**src/rtl/uart_cmd_pkg.sv**
```systemverilog
`default_nettype none
// ============================================================================
// Module   : uart_cmd_pkg
// Brief    : Opcodes, command/error encodings and FSM states for uart_cmd_parser
// Revision : 1.0 - initial release
// ============================================================================
package uart_cmd_pkg;

    localparam logic [7:0] c_OP_WR      = 8'hAA;
    localparam logic [7:0] c_OP_RD      = 8'hBB;
    localparam logic [7:0] c_OP_ALU     = 8'hCC;
    localparam logic [7:0] c_OP_ALU_NOP = 8'hDD;

    typedef enum logic [1:0] {
        CMD_WR      = 2'd0,
        CMD_RD      = 2'd1,
        CMD_ALU     = 2'd2,
        CMD_ALU_NOP = 2'd3
    } cmd_type_e;

    typedef enum logic [1:0] {
        ERR_BAD_OPCODE = 2'd0,
        ERR_LINE       = 2'd1,
        ERR_TIMEOUT    = 2'd2,
        ERR_OVERRUN    = 2'd3
    } err_code_e;

    typedef enum logic [1:0] {
        ST_IDLE    = 2'd0,
        ST_COLLECT = 2'd1,
        ST_HOLD    = 2'd2
    } state_e;

    typedef struct packed {
        logic      known;
        cmd_type_e kind;
        logic [1:0] nargs;
    } op_info_t;

    function automatic op_info_t decode_opcode(input logic [7:0] op);
        op_info_t info;
        info = '{known: 1'b0, kind: CMD_WR, nargs: 2'd0};
        case (op)
            c_OP_WR:      info = '{known: 1'b1, kind: CMD_WR,      nargs: 2'd2};
            c_OP_RD:      info = '{known: 1'b1, kind: CMD_RD,      nargs: 2'd1};
            c_OP_ALU:     info = '{known: 1'b1, kind: CMD_ALU,     nargs: 2'd3};
            c_OP_ALU_NOP: info = '{known: 1'b1, kind: CMD_ALU_NOP, nargs: 2'd1};
            default:      info = '{known: 1'b0, kind: CMD_WR,      nargs: 2'd0};
        endcase
        return info;
    endfunction

endpackage
`default_nettype wire

```
**src/rtl/uart_cmd_timer.sv**
```systemverilog
`default_nettype none
// ============================================================================
// Module   : uart_cmd_timer
// Brief    : Inter-byte idle timer; exists only when UART_CMD_TIMEOUT_EN is set
// Revision : 1.0 - initial release
// ============================================================================
`ifdef UART_CMD_TIMEOUT_EN
module uart_cmd_timer #(
    parameter int TIMEOUT_CYCLES = 4096
) (
    input  logic clk,
    input  logic rst_n,
    input  logic clear,
    input  logic run,
    output logic expired
);

    localparam logic [15:0] c_LAST = 16'(TIMEOUT_CYCLES - 1);

    logic [15:0] r_count;

    always_ff @(posedge clk or negedge rst_n) begin
        if (!rst_n) begin
            r_count <= 16'd0;
        end else if (clear) begin
            r_count <= 16'd0;
        end else if (run) begin
            r_count <= r_count + 16'd1;
        end
    end

    // r_count holds the number of idle cycles already elapsed before this one
    assign expired = run & (r_count == c_LAST);

endmodule
`endif
`default_nettype wire

```
**src/rtl/uart_cmd_parser.sv**
```systemverilog
`default_nettype none
// ============================================================================
// Module   : uart_cmd_parser
// Brief    : Frames UART bytes into commands; UART_CMD_TIMEOUT_EN adds a timer
// Revision : 1.0 - initial release
// ============================================================================
module uart_cmd_parser
    import uart_cmd_pkg::*;
#(
    parameter int TIMEOUT_CYCLES = 4096
) (
    input  logic       clk,
    input  logic       rst_n,
    input  logic [7:0] rx_data,
    input  logic       rx_valid,
    input  logic       rx_par_err,
    input  logic       rx_frm_err,
    input  logic       cmd_ready,
    output logic       cmd_valid,
    output logic [1:0] cmd_type,
    output logic [7:0] cmd_arg0,
    output logic [7:0] cmd_arg1,
    output logic [7:0] cmd_arg2,
    output logic       err_pulse,
    output logic [1:0] err_code
);

    if (TIMEOUT_CYCLES < 2 || TIMEOUT_CYCLES > 65535) begin : g_param_check
        $error("uart_cmd_parser: TIMEOUT_CYCLES out of range 2..65535");
    end

    state_e     r_state;
    logic [1:0] r_nargs;
    logic [1:0] r_idx;
    op_info_t   w_op;
    logic       w_line_err;
    logic       w_xfer;
    logic       w_idle_byte;
    logic       w_expired;

    assign w_line_err  = rx_par_err | rx_frm_err;
    assign w_xfer      = cmd_valid & cmd_ready;
    assign w_op        = decode_opcode(rx_data);
    // The handshake cycle already frees the slot, so its byte starts a new frame
    assign w_idle_byte = rx_valid & ((r_state == ST_IDLE) | ((r_state == ST_HOLD) & w_xfer));

`ifdef UART_CMD_TIMEOUT_EN
    uart_cmd_timer #(
        .TIMEOUT_CYCLES (TIMEOUT_CYCLES)
    ) u_timer (
        .clk     (clk),
        .rst_n   (rst_n),
        .clear   (rx_valid | (r_state != ST_COLLECT)),
        .run     (r_state == ST_COLLECT),
        .expired (w_expired)
    );
`else
    assign w_expired = 1'b0;
`endif

    always_ff @(posedge clk or negedge rst_n) begin
        if (!rst_n) begin
            r_state   <= ST_IDLE;
            r_nargs   <= 2'd0;
            r_idx     <= 2'd0;
            cmd_valid <= 1'b0;
            cmd_type  <= CMD_WR;
            cmd_arg0  <= 8'h00;
            cmd_arg1  <= 8'h00;
            cmd_arg2  <= 8'h00;
            err_pulse <= 1'b0;
            err_code  <= ERR_BAD_OPCODE;
        end else begin
            err_pulse <= 1'b0;

            case (r_state)
                ST_COLLECT: begin
                    if (rx_valid) begin
                        if (w_line_err) begin
                            r_state   <= ST_IDLE;
                            err_pulse <= 1'b1;
                            err_code  <= ERR_LINE;
                        end else begin
                            case (r_idx)
                                2'd0:    cmd_arg0 <= rx_data;
                                2'd1:    cmd_arg1 <= rx_data;
                                default: cmd_arg2 <= rx_data;
                            endcase
                            if (r_idx == r_nargs - 2'd1) begin
                                r_state   <= ST_HOLD;
                                cmd_valid <= 1'b1;
                            end else begin
                                r_idx <= r_idx + 2'd1;
                            end
                        end
                    end else if (w_expired) begin
                        r_state   <= ST_IDLE;
                        err_pulse <= 1'b1;
                        err_code  <= ERR_TIMEOUT;
                    end
                end
                ST_HOLD: begin
                    if (w_xfer) begin
                        r_state   <= ST_IDLE;
                        cmd_valid <= 1'b0;
                    end else if (rx_valid) begin
                        err_pulse <= 1'b1;
                        err_code  <= ERR_OVERRUN;
                    end
                end
                default: ;
            endcase

            // Placed last so it overrides the HOLD exit when a byte rides the handshake
            if (w_idle_byte) begin
                if (w_line_err) begin
                    r_state   <= ST_IDLE;
                    err_pulse <= 1'b1;
                    err_code  <= ERR_LINE;
                end else if (w_op.known) begin
                    r_state  <= ST_COLLECT;
                    r_nargs  <= w_op.nargs;
                    r_idx    <= 2'd0;
                    cmd_type <= w_op.kind;
                    cmd_arg0 <= 8'h00;
                    cmd_arg1 <= 8'h00;
                    cmd_arg2 <= 8'h00;
                end else begin
                    err_pulse <= 1'b1;
                    err_code  <= ERR_BAD_OPCODE;
                end
            end
        end
    end

endmodule
`default_nettype wire

```
**config.mk**
```make
export PLATFORM = sky130hd
export DESIGN_NAME = uart_cmd_parser
export DESIGN_NICKNAME = d
export VERILOG_FILES = /design/src/rtl/uart_cmd_pkg.sv /design/src/rtl/uart_cmd_timer.sv /design/src/rtl/uart_cmd_parser.sv
export SDC_FILE = /design/constraint.sdc
export NUM_CORES = 1
export LEC_CHECK = 0
export ABC_AREA = 1
export CORE_MARGIN = 3
export CORE_UTILIZATION = 51
export DETAILED_ROUTE_END_ITERATION = 12
export PLACE_DENSITY = 0.8
export SKIP_LAST_GASP = 1
export SYNTH_ARGS = -nofsm -noshare
export SYNTH_HDL_FRONTEND = slang
export SYNTH_SLANG_ARGS = --single-unit
```
**constraint.sdc**
```tcl
create_clock -name clk -period 2.1 [get_ports clk]
set_input_delay 0.63 -clock clk [delete_from_list [all_inputs] [get_ports clk]]
set_output_delay 0.63 -clock clk [all_outputs]
set_load 0.05 [all_outputs]
```
==> flow_metrics.py, run 1 <==
metrics = {
    "yosys": {
        "syn_area_sq_mm": 0.002100,
        "yosysSeqAreaShare_pct": 42.91,
        "ys_ff_latch": 36,
        "post_synth_num_cell_types": 23,
        "netlist_instances": 290,
        "ys_warn_count": 0,
        "syn_avg_cell_area_sq_um": 7.240,
        "syn_nets": 309,
    },
    "sta": {
        "slew_violations": 0,
        "min_period_ns": 1.793,
        "slew-limit-headroom_pct": 69.79,
        "period_share_pct": 85.37,
        "skew_ns": 0.004587,
        "worst_pin_slew_ns": 0.4531,
        "hold_viol_final": 0,
        "setup_violations": 0,
        "rsz0062_at_grt": "no",
        "max_freq_mhz": 557.8,
        "setup_slack_ns": 0.3072,
        "setup_tns_ns": 0,
    },
    "floorplan": {
        "start_util_pct": 54.87,
        "die_area_sq_mm": 0.004922,
        "fp.coreArea_sq_mm": 0.003826,
        "num_rows": 22,
        "die_x_microns": 70.16,
        "dieHeight_microns": 70.16,
        "ios": 44,
    },
    "layout": {
        "drive_above_1_share_pct": 18.57,
        "nets": 369,
        "syn2layout_area_growth_pct": 27.47,
        "final_util_pct": 69.95,
        "nFillCells": 312,
        "diodes": 0,
    },
    "critical_path": {
        "rrSetupSlack_ns": 0.48,
        "arrival_ns": 1.97,
        "critPathCapture": "cmd_arg2[5]",
        "r2r_start": "r_state[0]",
        "end_kind": "flop",
        "critical_path.max_fanout": 16,
        "rr_worst_depth": 8,
        "r2r_end": "r_nargs[1]",
        "cp-start-kind": "input pin",
        "cp.required_ns": 2.28,
        "crit_type": "in -> reg",
        "crit_start": "rx_valid",
    },
    "outcome": {
        "status": "completed",
    },
    "detailed_routing": {
        "routed_wl_microns": 4584,
        "avgRoutedWirePerCell_microns": 11.52,
        "dr_total_vias": 1892,
        "drt_iter0_drc": 149,
        "ant_nets": 0,
        "first_pass_iters": 4,
        "drc": 0,
        "via_per_inst": 4.754,
    },
    "grt": {
        "grt_pass1_vias": 1789,
        "grt_max_degree": 37,
        "grt.overflow.total": 0,
        "grt_pass1_wl_microns": 7976,
        "grt_usage_pct": 20.06,
        "grt_antenna_before_repair": 0,
    },
    "power": {
        "p_total_w": 0.001331,
        "leakagePower_nw": 1.658,
        "ir_worst_vdd_mv": 0.2695,
        "p_per_area_mw_per_mm2": 497.5,
    },
    "cts": {
        "cts_tree": "built",
        "htreeDepth": 2,
        "clk_latency_ns": 0.28,
        "postCtsSetupRepairBufs": 0,
        "clk_pin_slew_worst_paths_ns": 0.07,
        "cts_resized": 0,
        "cts_buffers": 5,
        "clock-sinks": 36,
        "cts_hold_buf": 0,
        "root_buffer": "clkbuf_8",
        "clock_path_buffers": 2,
    },
    "placed_design": {
        "dpl_worst_slack_ns": 0.009234,
        "place_congestion": 0.8237,
        "io_buffers": 43,
        "dp_hpwl_microns": 3511,
    },
    "hold_path": {
        "hp-class": "reg -> reg",
        "hold_start": "cmd_type[0]",
    },
    "flow_run": {
        "max-cap-violations": 0,
    },
}
## cells in the mapped netlist
master | number | share of area (%)
inv_4 | 1 | 0.30
nor2_8 | 1 | 0.95
nor2_4 | 1 | 0.54
or2_2 | 1 | 0.30
o31ai_1 | 1 | 0.36
nor2_1 | 20 | 3.6
nand2_4 | 3 | 1.6
buf_6 | 6 | 3.2
nand4_1 | 3 | 0.89
o21ai_0 | 2 | 0.48
o2111ai_4 | 1 | 1.3
o21ai_4 | 1 | 0.77
inv_1 | 52 | 9.3
ha_1 | 5 | 3.0
nand3_1 | 11 | 2.6
inv_2 | 1 | 0.18
nand3b_1 | 1 | 0.36
nand2_1 | 115 | 21
nor3_1 | 1 | 0.24
dfrtp_1 | 36 | 43
o21ai_1 | 24 | 5.7
nand2_2 | 2 | 0.60
o22ai_1 | 1 | 0.30
## sequential cells by signal, summed over array words and instances (netlist names)
name / flops
cmd_arg0: 8
cmd_arg1: 8
cmd_arg2: 8
cmd_type: 2
cmd_valid: 1
err_code: 2
err_pulse: 1
r_idx: 2
r_nargs: 2
r_state: 2
## report_power, final
| group | internal [W] | switching (W) | total, W |
|---|---|---|---|
| Clock | 0.000292 | 0.000234 | 0.000526 |
| Sequential | 0.000694 | 0.000000308 | 0.000694 |
| Combinational | 0.0000476 | 0.0000632 | 0.000111 |
## layer usage
layer	vias to the layer above	GRT usage, %	wire, microns
met3	9	5.036	253
met1	838	26.50	2202
li1	992	-	-
met5	-	0	0
met4	0	6.596	72
met2	53	32.11	2055
## worst min-delay path by stage
stage	endpoint	slack, ns	depth (start not counted)
floorplan	cmd_arg0[0]	0.33	0
global placement	cmd_type[1]	0.46	2
detailed placement	cmd_type[0]	0.47	2
CTS	cmd_type[0]	0.49	2
global route	cmd_type[0]	0.51	2
finish	cmd_type[0]	0.48	2
## metrics by stage
stage / cells / cell area, sq um / hold WS [ns]
6_report: 398 / 2676 / 0.4825
5_1_grt: 398 / 2676 / 0.5059
4_1_cts: 398 / 2676 / 0.4895
3_5_place_dp: 391 / 2580 / 0.4719
3_3_place_gp: 391 / 2580 / 0.4612
2_1_floorplan: 290 / 2100 / 0.3344
## cell families (layout without fill, tap and decap cells)
kind of cell / Yosys count / after routing / synth area share, %
simple gates: 159 / 159 / 32.24
buf+inv: 60 / 120 / 12.99
flops: 36 / 36 / 42.91
compound gates: 30 / 30 / 8.881
fa+ha+maj: 5 / 5 / 2.980
## cell type report
type / instances / area (sq um) / area share (%)
Inverter: 54 / 205.2 / 7.667
Tap cell: 48 / 60.06 / 2.244
Clock buffer: 7 / 96.34 / 3.600
Sequential cell: 36 / 900.9 / 33.66
Multi-Input combinational cell: 194 / 925.9 / 34.60
Timing Repair Buffer: 59 / 488.0 / 18.23
## cell usage in the layout, fill, tap and decap left out
cell	instances
o21ai_0	2
ha_1	5
buf_4	45
nand3b_1	1
clkdlybuf4s50_1	13
nand2_1	115
inv_2	1
nor3_1	1
o21ai_1	24
buf_12	1
clkbuf_8	7
nand2_4	3
o31ai_1	1
nor2_8	1
nand4_1	3
nand3_1	11
nor2_1	20
o21ai_4	1
nor2_4	1
dfrtp_1	36
nand2_2	2
o22ai_1	1
o2111ai_4	1
or2_2	1
inv_1	52
inv_4	1
## critical path: stages
cell             delay, ns
clkdlybuf4s50_1       0.58
nand2_2               0.13
nor2_8                0.21
nand2_4               0.16
nand2_1               0.10
o21ai_1               0.06
nand2_1               0.07
inv_1                 0.04
Power figures use the tool's default switching activity.
==> run 2, diff against run 1 <==
--- a/config.mk
+++ b/config.mk
@@ -9,6 +9,7 @@
 export CORE_MARGIN = 3
 export CORE_UTILIZATION = 51
 export DETAILED_ROUTE_END_ITERATION = 12
+export GPL_ROUTABILITY_DRIVEN = 0
 export PLACE_DENSITY = 0.8
 export SKIP_LAST_GASP = 1
 export SYNTH_ARGS = -nofsm -noshare
==> results of run 2 <==
Final layout, timing and power as in run 1 (identical DEF).
